### src/rtl/ram_arbiter_pkg.sv
// Shared definitions for the two-master RAM arbiter: FSM state encodings
// and the default RAM access latency.
package ram_arbiter_pkg;
   typedef enum logic [1:0] {
      ARB_IDLE   = 2'd0,
      ARB_ACCESS = 2'd1,
      ARB_DONE   = 2'd2
   } arb_state_t;

   localparam int RAM_LAT_DEF = 2;
   // Wide enough for the largest legal latency (15).
   localparam int CNT_W       = 4;
endpackage

### src/rtl/ram_arbiter_rr_pick2.sv
// Two-way round-robin pick: a lone requester always wins; on a tie the
// pointer selects the winner.
module rr_pick2 (
   input  logic i_req0,
   input  logic i_req1,
   input  logic i_ptr,
   output logic o_winner,
   output logic o_valid
);
   always_comb begin
      o_valid  = i_req0 | i_req1;
      o_winner = 1'b0;
      if (i_req0 && i_req1)
         o_winner = i_ptr;
      else
         o_winner = i_req1;
   end
endmodule

### src/rtl/ram_arbiter.sv
// Shares one data-RAM port between the CPU control unit (master 0) and the
// I/O/DMA port (master 1); one transaction in flight, fixed RAM latency.
module ram_arbiter
   import ram_arbiter_pkg::*;
#(
   parameter int DATA_W  = 14,
   parameter int ADDR_W  = 12,
   parameter int RAM_LAT = RAM_LAT_DEF
) (
   input  logic              clk,
   input  logic              reset,
   input  logic              m0_req,
   input  logic              m0_wr,
   input  logic [ADDR_W-1:0] m0_addr,
   input  logic [DATA_W-1:0] m0_wdata,
   output logic              m0_gnt,
   output logic              m0_done,
   output logic [DATA_W-1:0] m0_rdata,
   input  logic              m1_req,
   input  logic              m1_wr,
   input  logic [ADDR_W-1:0] m1_addr,
   input  logic [DATA_W-1:0] m1_wdata,
   output logic              m1_gnt,
   output logic              m1_done,
   output logic [DATA_W-1:0] m1_rdata,
   output logic              ram_rd,
   output logic              ram_wr,
   output logic [ADDR_W-1:0] ram_addr,
   output logic [DATA_W-1:0] ram_wdata,
   input  logic [DATA_W-1:0] ram_rdata,
   output logic              busy,
   output logic              owner
);
   arb_state_t        r_state, w_state_nxt;
   logic [CNT_W-1:0]  r_cnt;
   logic              r_ptr;
   logic              r_owner;
   logic              r_rd, r_wr;
   logic [ADDR_W-1:0] r_addr;
   logic [DATA_W-1:0] r_wdata;
   logic [DATA_W-1:0] r_rdata0, r_rdata1;
   logic              r_gnt0, r_gnt1, r_done0, r_done1;

   logic              w_winner, w_valid;
   logic              w_grant, w_finish, w_dec, w_turn;
   logic              w_sel_wr;
   logic [ADDR_W-1:0] w_sel_addr;
   logic [DATA_W-1:0] w_sel_wdata;

   rr_pick2 u_pick (
      .i_req0   (m0_req),
      .i_req1   (m1_req),
      .i_ptr    (r_ptr),
      .o_winner (w_winner),
      .o_valid  (w_valid)
   );

   assign w_sel_wr    = w_winner ? m1_wr    : m0_wr;
   assign w_sel_addr  = w_winner ? m1_addr  : m0_addr;
   assign w_sel_wdata = w_winner ? m1_wdata : m0_wdata;

   always_ff @(posedge clk or negedge reset) begin
      if (!reset)
         r_state <= ARB_IDLE;
      else
         r_state <= w_state_nxt;
   end

   always_comb begin
      w_state_nxt = r_state;
      w_grant     = 1'b0;
      w_finish    = 1'b0;
      w_dec       = 1'b0;
      w_turn      = 1'b0;
      case (r_state)
         ARB_IDLE: begin
            if (w_valid) begin
               w_grant     = 1'b1;
               w_state_nxt = ARB_ACCESS;
            end
         end
         ARB_ACCESS: begin
            if (r_cnt == '0) begin
               w_finish    = 1'b1;
               w_state_nxt = ARB_DONE;
            end else begin
               w_dec = 1'b1;
            end
         end
         ARB_DONE: begin
            w_turn      = 1'b1;
            w_state_nxt = ARB_IDLE;
         end
         default: w_state_nxt = ARB_IDLE;
      endcase
   end

   // The RAM bus registers and read data are cleared on reset too, so a
   // dropped transaction leaves nothing visible behind.
   always_ff @(posedge clk or negedge reset) begin
      if (!reset) begin
         r_cnt    <= '0;
         r_ptr    <= 1'b0;
         r_owner  <= 1'b0;
         r_rd     <= 1'b0;
         r_wr     <= 1'b0;
         r_addr   <= '0;
         r_wdata  <= '0;
         r_rdata0 <= '0;
         r_rdata1 <= '0;
         r_gnt0   <= 1'b0;
         r_gnt1   <= 1'b0;
         r_done0  <= 1'b0;
         r_done1  <= 1'b0;
      end else begin
         r_gnt0  <= w_grant & ~w_winner;
         r_gnt1  <= w_grant &  w_winner;
         r_done0 <= w_finish & ~r_owner;
         r_done1 <= w_finish &  r_owner;
         if (w_grant) begin
            r_owner <= w_winner;
            r_rd    <= ~w_sel_wr;
            r_wr    <=  w_sel_wr;
            r_addr  <= w_sel_addr;
            r_wdata <= w_sel_wdata;
            r_cnt   <= CNT_W'(RAM_LAT - 1);
         end else if (w_finish) begin
            r_rd <= 1'b0;
            r_wr <= 1'b0;
            if (r_rd) begin
               if (r_owner)
                  r_rdata1 <= ram_rdata;
               else
                  r_rdata0 <= ram_rdata;
            end
         end else if (w_dec) begin
            r_cnt <= r_cnt - CNT_W'(1);
         end
         // Hand the next tie to whoever did not just finish.
         if (w_turn)
            r_ptr <= ~r_owner;
      end
   end

   assign m0_gnt    = r_gnt0;
   assign m1_gnt    = r_gnt1;
   assign m0_done   = r_done0;
   assign m1_done   = r_done1;
   assign m0_rdata  = r_rdata0;
   assign m1_rdata  = r_rdata1;
   assign ram_rd    = r_rd;
   assign ram_wr    = r_wr;
   assign ram_addr  = r_addr;
   assign ram_wdata = r_wdata;
   assign busy      = (r_state != ARB_IDLE);
   assign owner     = r_owner;
endmodule

### config.mk
export PLATFORM = sky130hd
export DESIGN_NAME = ram_arbiter
export DESIGN_NICKNAME = d
export VERILOG_FILES = /design/src/rtl/ram_arbiter_pkg.sv /design/src/rtl/ram_arbiter_rr_pick2.sv /design/src/rtl/ram_arbiter.sv
export SDC_FILE = /design/constraint.sdc
export NUM_CORES = 1
export LEC_CHECK = 0
export CAP_MARGIN = 25
export CORE_MARGIN = 4
export CORE_UTILIZATION = 42
export CTS_BUF_LIST = sky130_fd_sc_hd__clkbuf_4
export CTS_CLUSTER_SIZE = 24
export DETAILED_ROUTE_END_ITERATION = 12
export PLACE_DENSITY = 0.87
export SYNTH_ARGS = -nofsm -noshare
export SYNTH_HDL_FRONTEND = slang
export SYNTH_SLANG_ARGS = --single-unit
### constraint.sdc
create_clock -name clk -period 2.4 [get_ports clk]
set_clock_uncertainty 0.05 [all_clocks]
set_input_delay 0.48 -clock clk [delete_from_list [all_inputs] [get_ports clk]]
set_output_delay 0.48 -clock clk [all_outputs]
set_load 0.1 [all_outputs]
==> impl_metrics.csv, run 1 <==
group,metric,value,unit
run_status,status,"complete, no violations",
timing,report.final.slew_viol_count,0,
route,drt-total-wl,7090,µm
logic_synthesis,netlist_instances,201,
place,dpl.cell_count,411,
critical_path,cpMaxStageDelayCell,"dfrtp_1",
critical_path,cp.arrival,2.25,ns
critical_path,cp_cell_sequence,"inv_1, ha_1, nor3b_4, nand3_4, nor3b_4, buf_4, mux2_2",
clock_network,clk_pin_slew,0.11,ns
timing,period_needed,2.02,ns
critical_path,cp_max_fo,14,
logic_synthesis,ys_seq_area_share,60.6,%
critical_path,endpoint_kind,"register",
grt,grt_remaining_overflow,0,
flow_run,drv_cap,0,
grt,antenna_found_initial,0,
die,die_y,89.7,µm
logic_synthesis,synth-seq-cells,68,
grt,first_global_vias,2403,
critical_path,required,2.63,ns
clock_network,tritoncts,"yes",
critical_path,slowest_delay,0.42,ns
die,initial_core_util,43.7,%
logic_synthesis,synth_area_leaders,"dfrtp_1, mux2_2, a221o_1",
cells_and_area,fill_cells,473,
route,drc,0,
logic_synthesis,synth_nets,275,
die,die_w,89.7,µm
cells_and_area,diodes,0,
cells_and_area,fin_cells,427,
critical_path,crit_buf_inv,2,
die,core,0.00642,mm²
clock_network,ctsHoldBuffers,0,
cells_and_area,fin_nets,419,
timing,fin_tns_setup,0,ns
logic_synthesis,syn_area_per_cell,14.0,µm²
grt,track_usage,18.4,%
clock_network,clock_latency,0.39,ns
route,vias,2217,
clock_network,post-cts-setup-buffer-count,0,
timing,fin_crit_sh,84.2,%
cells_and_area,final_area,0.00429,mm²
route,first_iter_violations,74,
critical_path,cp-start-kind,"register",
clock_network,clock_tree.root_cell,"clkbuf_4",
grt,grt_max_degree,69,
clock_network,numCtsBuffers,9,
clock_network,cts_max_level,3,
timing,relSlewSlack,63.9,%
place,io_buffers,133,
route,dr.pass1.iters,4,
place,dp_hpwl,5320,µm
die,die_area,0.00805,mm²
timing,fmax,495,MHz
timing,setup_viol,0,
route,ant_nets,0,
clock_network,cts-resized-gates,0,
logic_synthesis,yosys.area.top_type,"dfrtp_1",
logic_synthesis,synth_cell_type_count,33,
clock_network,cts_num_sinks,68,
cells_and_area,layout-drive-gt1-share,36.0,%
route,viasPerCell,5.19,
place,place_congestion,0.722,
timing,worstMarginPinSlew,0.541,ns
logic_synthesis,synth_area,0.00281,mm²
cells_and_area,post-route-util,66.8,%
clock_network,cts_buffer_depth,2,
timing,rsz0062_at_grt,"false",
die,ios,134,
critical_path,cp_top_family,"simple AND/OR/NAND/NOR gates",
place,placed_area,0.00415,mm²
timing,hold_viol_final,0,
cells_and_area,area_growth,52.8,%
logic_synthesis,yosys_warnings,0,
logic_synthesis,synth_top_cell_area_share,60.6,%
route,wire_per_inst,16.6,µm
critical_path,crit_top_cell,"nor3b_4",
grt,grt_pass1_wl,12000,µm
critical_path,worst-setup-path-type,"register to register",
worst_hold_path,holdCritPathClass,"primary input to asynchronous set/reset pin",
die,rows,29,
-- synth_stat cells --
| cell | count |
|---|---|
| dfrtp_1 | 68 |
| mux2_2 | 28 |
| a221o_1 | 26 |
| and2_1 | 17 |
| and2_0 | 9 |
| nand2_1 | 6 |
| clkbuf_1 | 5 |
| nor2_1 | 5 |
| inv_1 | 4 |
| o21ai_0 | 4 |
| buf_2 | 2 |
| ha_1 | 2 |
| mux2i_1 | 2 |
| nand2b_1 | 2 |
| nor3_1 | 2 |
| nor3b_4 | 2 |
| a211oi_1 | 1 |
| a211oi_2 | 1 |
| a21o_1 | 1 |
| and2b_2 | 1 |
| and3_2 | 1 |
| buf_4 | 1 |
| buf_6 | 1 |
| nand3_1 | 1 |
| nand3_4 | 1 |
| nor2_2 | 1 |
| nor3_4 | 1 |
| o21a_1 | 1 |
| o22ai_1 | 1 |
| o2bb2ai_1 | 1 |
| or3b_2 | 1 |
| xnor2_1 | 1 |
| xor2_1 | 1 |
-- stage by stage --
stage                     hold slack [ns]  worst slack [ns]
after global placement              0.440           -0.0483
after floorplan                     0.134             0.269
final                              0.0304             0.379
after global routing               0.0158             0.251
after detailed placement            0.448            0.0279
after CTS                          0.0269             0.347
-- layout make-up --
class | instances | area (µm²) | area share (%)
Clock buffer | 10 | 75.1 | 1.75
Clock inverter | 6 | 63.8 | 1.49
Inverter | 4 | 15.0 | 0.350
Multi-Input combinational cell | 120 | 1050 | 24.6
Sequential cell | 68 | 1700 | 39.7
Tap cell | 77 | 96.3 | 2.25
Timing Repair Buffer | 142 | 1280 | 29.9
-- routing by layer --
metal  track usage [%]  up-vias  wire length (µm)
met5                 0        -                 0
met4              5.36        0                41
met3              5.76        6               528
met2              30.4      105              3510
met1              23.3     1078              3010
li1                  -     1028                 -
-- cell usage in the layout, fill, tap and decap left out, drive strengths merged, types with 5 or more instances in the layout --
| master | count |
|---|---|
| mux2 | 28 |
| clkdlybuf4s50 | 70 |
| inv | 5 |
| nand2 | 6 |
| dfrtp | 68 |
| clkbuf | 10 |
| and2 | 26 |
| nor2 | 6 |
| buf | 72 |
| a221o | 26 |
-- state kept, by name, summed over array words and instances (netlist names) --
signal     flops
m0_done        1
m0_gnt         1
m0_rdata      14
m1_done        1
m1_gnt         1
m1_rdata      14
owner          1
r_cnt          4
r_ptr          1
r_state        2
ram_addr      12
ram_rd         1
ram_wdata     14
ram_wr         1
-- worst reg2reg max path, delay by kind of cell (launching register included) --
family | cells | cell delay [ns]
flip-flops | 1 | 0.42
multiplexers | 1 | 0.37
adder cells (fa/ha/maj) | 1 | 0.16
buffers and inverters | 2 | 0.34
AND/OR/NAND/NOR | 3 | 0.58
-- final timing paths --
path                                            end  cells past startpoint                     start  slack, ns
min in group clk           m0_rdata[11]$_DFFE_PN0P_                      1  m0_rdata[11]$_DFFE_PN0P_       0.47
setup reg to reg            m1_rdata[6]$_DFFE_PN0P_                      7      r_cnt[0]$_DFFE_PN0P_       0.38
hold reg to reg            m0_rdata[11]$_DFFE_PN0P_                      1  m0_rdata[11]$_DFFE_PN0P_       0.47
max in group asynchronous  ram_wdata[6]$_DFFE_PN0P_                      2                     reset       1.99
hold / removal             m0_rdata[10]$_DFFE_PN0P_                      2                     reset       0.03
setup / recovery            m1_rdata[6]$_DFFE_PN0P_                      7      r_cnt[0]$_DFFE_PN0P_       0.38
-- cell families (layout without fill, tap and decap cells) --
group	Yosys count	after routing	share of synthesized area, %
AOI/OAI and AO/OA	36	36	11.8
xor gates and xnor gates	2	2	0.624
adders and majority gates	2	2	0.892
buffers and inverters	13	162	2.23
DFF	68	68	60.6
muxes	30	30	11.9
and+or+nand+nor	50	50	11.9
Power of run 1 is not shown: default switching activity piles up to over one toggle a cycle in this logic, so the estimate is an artifact.
==> inputs of run 2 (changes only) <==
Clock period 2.4 ns to 2 ns, I/O delays scaled along.
==> impl_metrics.csv, run 2 (same netlist as run 1, synthesis figures left out) <==
group,metric,value,unit
run_status,status,"complete, no violations",
timing,worstMarginPinSlew,0.347,ns
cells_and_area,multi_input_area,0.00117,mm²
cells_and_area,layout-drive-gt1-share,37.6,%
timing,fmax,501,MHz
die,initial_core_util,43.7,%
route,vias,2252,
cells_and_area,final_common_cell,"clkdlybuf4s50_1",
route,ant_nets,0,
timing,fin_crit_sh,99.8,%
die,rows,29,
clock_network,clk_pin_slew,0.11,ns
cells_and_area,fin_nets,428,
flow_run,drv_cap,0,
timing,period_needed,2.00,ns
route,viasPerCell,5.17,
cells_and_area,diodes,0,
timing,rsz0062_at_grt,"true",
place,place_congestion,0.741,
grt,first_global_vias,2362,
critical_path,crit_end,"m1_rdata[8]$_DFFE_PN0P_",
place,io_buffers,133,
clock_network,clock_tree.root_cell,"clkbuf_4",
place,dp_hpwl,5080,µm
grt,grt_max_degree,69,
critical_path,cp_max_fo,7,
critical_path,reg2reg_slack,0.005,ns
die,die_y,89.7,µm
cells_and_area,most-common-layout-cells,"clkdlybuf4s50_1, buf_4, dfrtp_1, mux2_4, a221o_1",
route,drc,0,
die,ios,134,
critical_path,cp.arrival,2.23,ns
clock_network,cts_buffer_depth,2,
route,wire_per_inst,16.8,µm
cells_and_area,fill_cells,446,
critical_path,setup.worst_path.start,"r_cnt[0]$_DFFE_PN0P_",
route,dr.pass1.iters,4,
grt,use_met3,7.43,%
clock_network,tritoncts,"yes",
clock_network,clock_latency,0.39,ns
cells_and_area,ff_latch_area,0.00170,mm²
timing,hold_viol_final,0,
clock_network,numCtsBuffers,9,
die,core,0.00642,mm²
grt,grt_remaining_overflow,0,
critical_path,cp-start-kind,"register",
clock_network,cts_max_level,3,
critical_path,r2r_end,"m1_rdata[8]$_DFFE_PN0P_",
grt,track_usage,17.8,%
grt,antenna_found_initial,0,
critical_path,worst-setup-path-type,"register to register",
timing,report.final.slew_viol_count,0,
worst_hold_path,holdCritPathClass,"register to register",
timing,fin_tns_setup,0,ns
grt,grtUsageMet1,21.7,%
grt,top_usage_layer,"met2",
die,die_area,0.00805,mm²
critical_path,worst_r2r_startpoint,"r_cnt[0]$_DFFE_PN0P_",
route,drt-total-wl,7330,µm
timing,setup_viol,0,
critical_path,rr_worst_depth,7,
die,die_w,89.7,µm
cells_and_area,area_growth,62.1,%
grt,grt_util_met2,28.6,%
critical_path,required,2.23,ns
timing,relSlewSlack,76.9,%
critical_path,endpoint_kind,"register",
route,first_iter_violations,94,
grt,grt_pass1_wl,11600,µm
clock_network,cts_num_sinks,68,
==> run 2: cell types whose count changed in the layout (fill, tap and decap cells not counted), moves of 4 or more <==
| cell | change |
|---|---|
| buf_12 | +6 |
| clkinv_1 | +4 |
| mux2_2 | -28 |
| mux2_4 | +28 |
==> run 2: final cells by class <==
type / count / share of cell area, %
flip-flops and latches: 68 / 37.4
repair buffers: 151 / 31.6
multi-input cells: 120 / 25.7
well taps: 77 / 2.12
clock buffers: 9 / 1.48
clock inverters: 7 / 1.26
inverters: 4 / 0.330
==> run 2: how the worst min path moves through the flow <==
| stage | cells past startpoint | end | start |
|---|---|---|---|
| final | 1 | m1_rdata[10]$_DFFE_PN0P_ | m1_rdata[10]$_DFFE_PN0P_ |
| after global routing | 1 | m0_rdata[9]$_DFFE_PN0P_ | m0_rdata[9]$_DFFE_PN0P_ |
| after CTS | 1 | m0_rdata[9]$_DFFE_PN0P_ | m0_rdata[9]$_DFFE_PN0P_ |
| after detailed placement | 2 | m0_rdata[10]$_DFFE_PN0P_ | reset |
| after global placement | 2 | m0_rdata[10]$_DFFE_PN0P_ | reset |
| after floorplan | 0 | m0_done$_DFF_PN0_ | reset |
==> run 2: worst max-delay path, stage by stage (launching register included) <==
cell	delay (ns)
dfrtp_1	0.42
inv_2	0.09
ha_4	0.13
nor3b_4	0.25
nand3_4	0.11
nor3b_4	0.32
clkbuf_16	0.23
mux2_4	0.30
==> run 2: what timing repair did <==
| item | CTS | global route |
|---|---|---|
| gates resized for setup | 0 | 32 |
| gates cloned | 0 | 1 |
| hold buffers | 1 | 0 |
| hold endpoints to repair | 68 | 0 |
| setup buffers | 1 | 4 |
| endpoints found under the setup margin | 7 | 17 |
| pin swaps | 0 | 3 |
==> run 2: routing by layer <==
layer | part of all wire [%] | wire length, µm | up-vias
li1 | - | - | 1041
met1 | 43 | 3160 | 1097
met2 | 46 | 3390 | 108
met3 | 9.4 | 686 | 6
met4 | 1.1 | 83 | 0
met5 | 0 | 0 | -
==> run 2: stage by stage <==
stage	setup slack [ns]	hold WS (ns)	cells	utilization [%]	area, µm²
final	0.00487	0.474	436	70.9	4550
after detailed placement	-0.0591	0.398	413	65.9	4240
after floorplan	0.0199	0.0544	201	-	2810
after CTS	0.0332	0.472	431	68.2	4380
after global placement	-0.0236	0.395	413	65.9	4240
after global routing	-0.0766	0.499	436	70.9	4550
Power of run 2 is left out for the same reason.
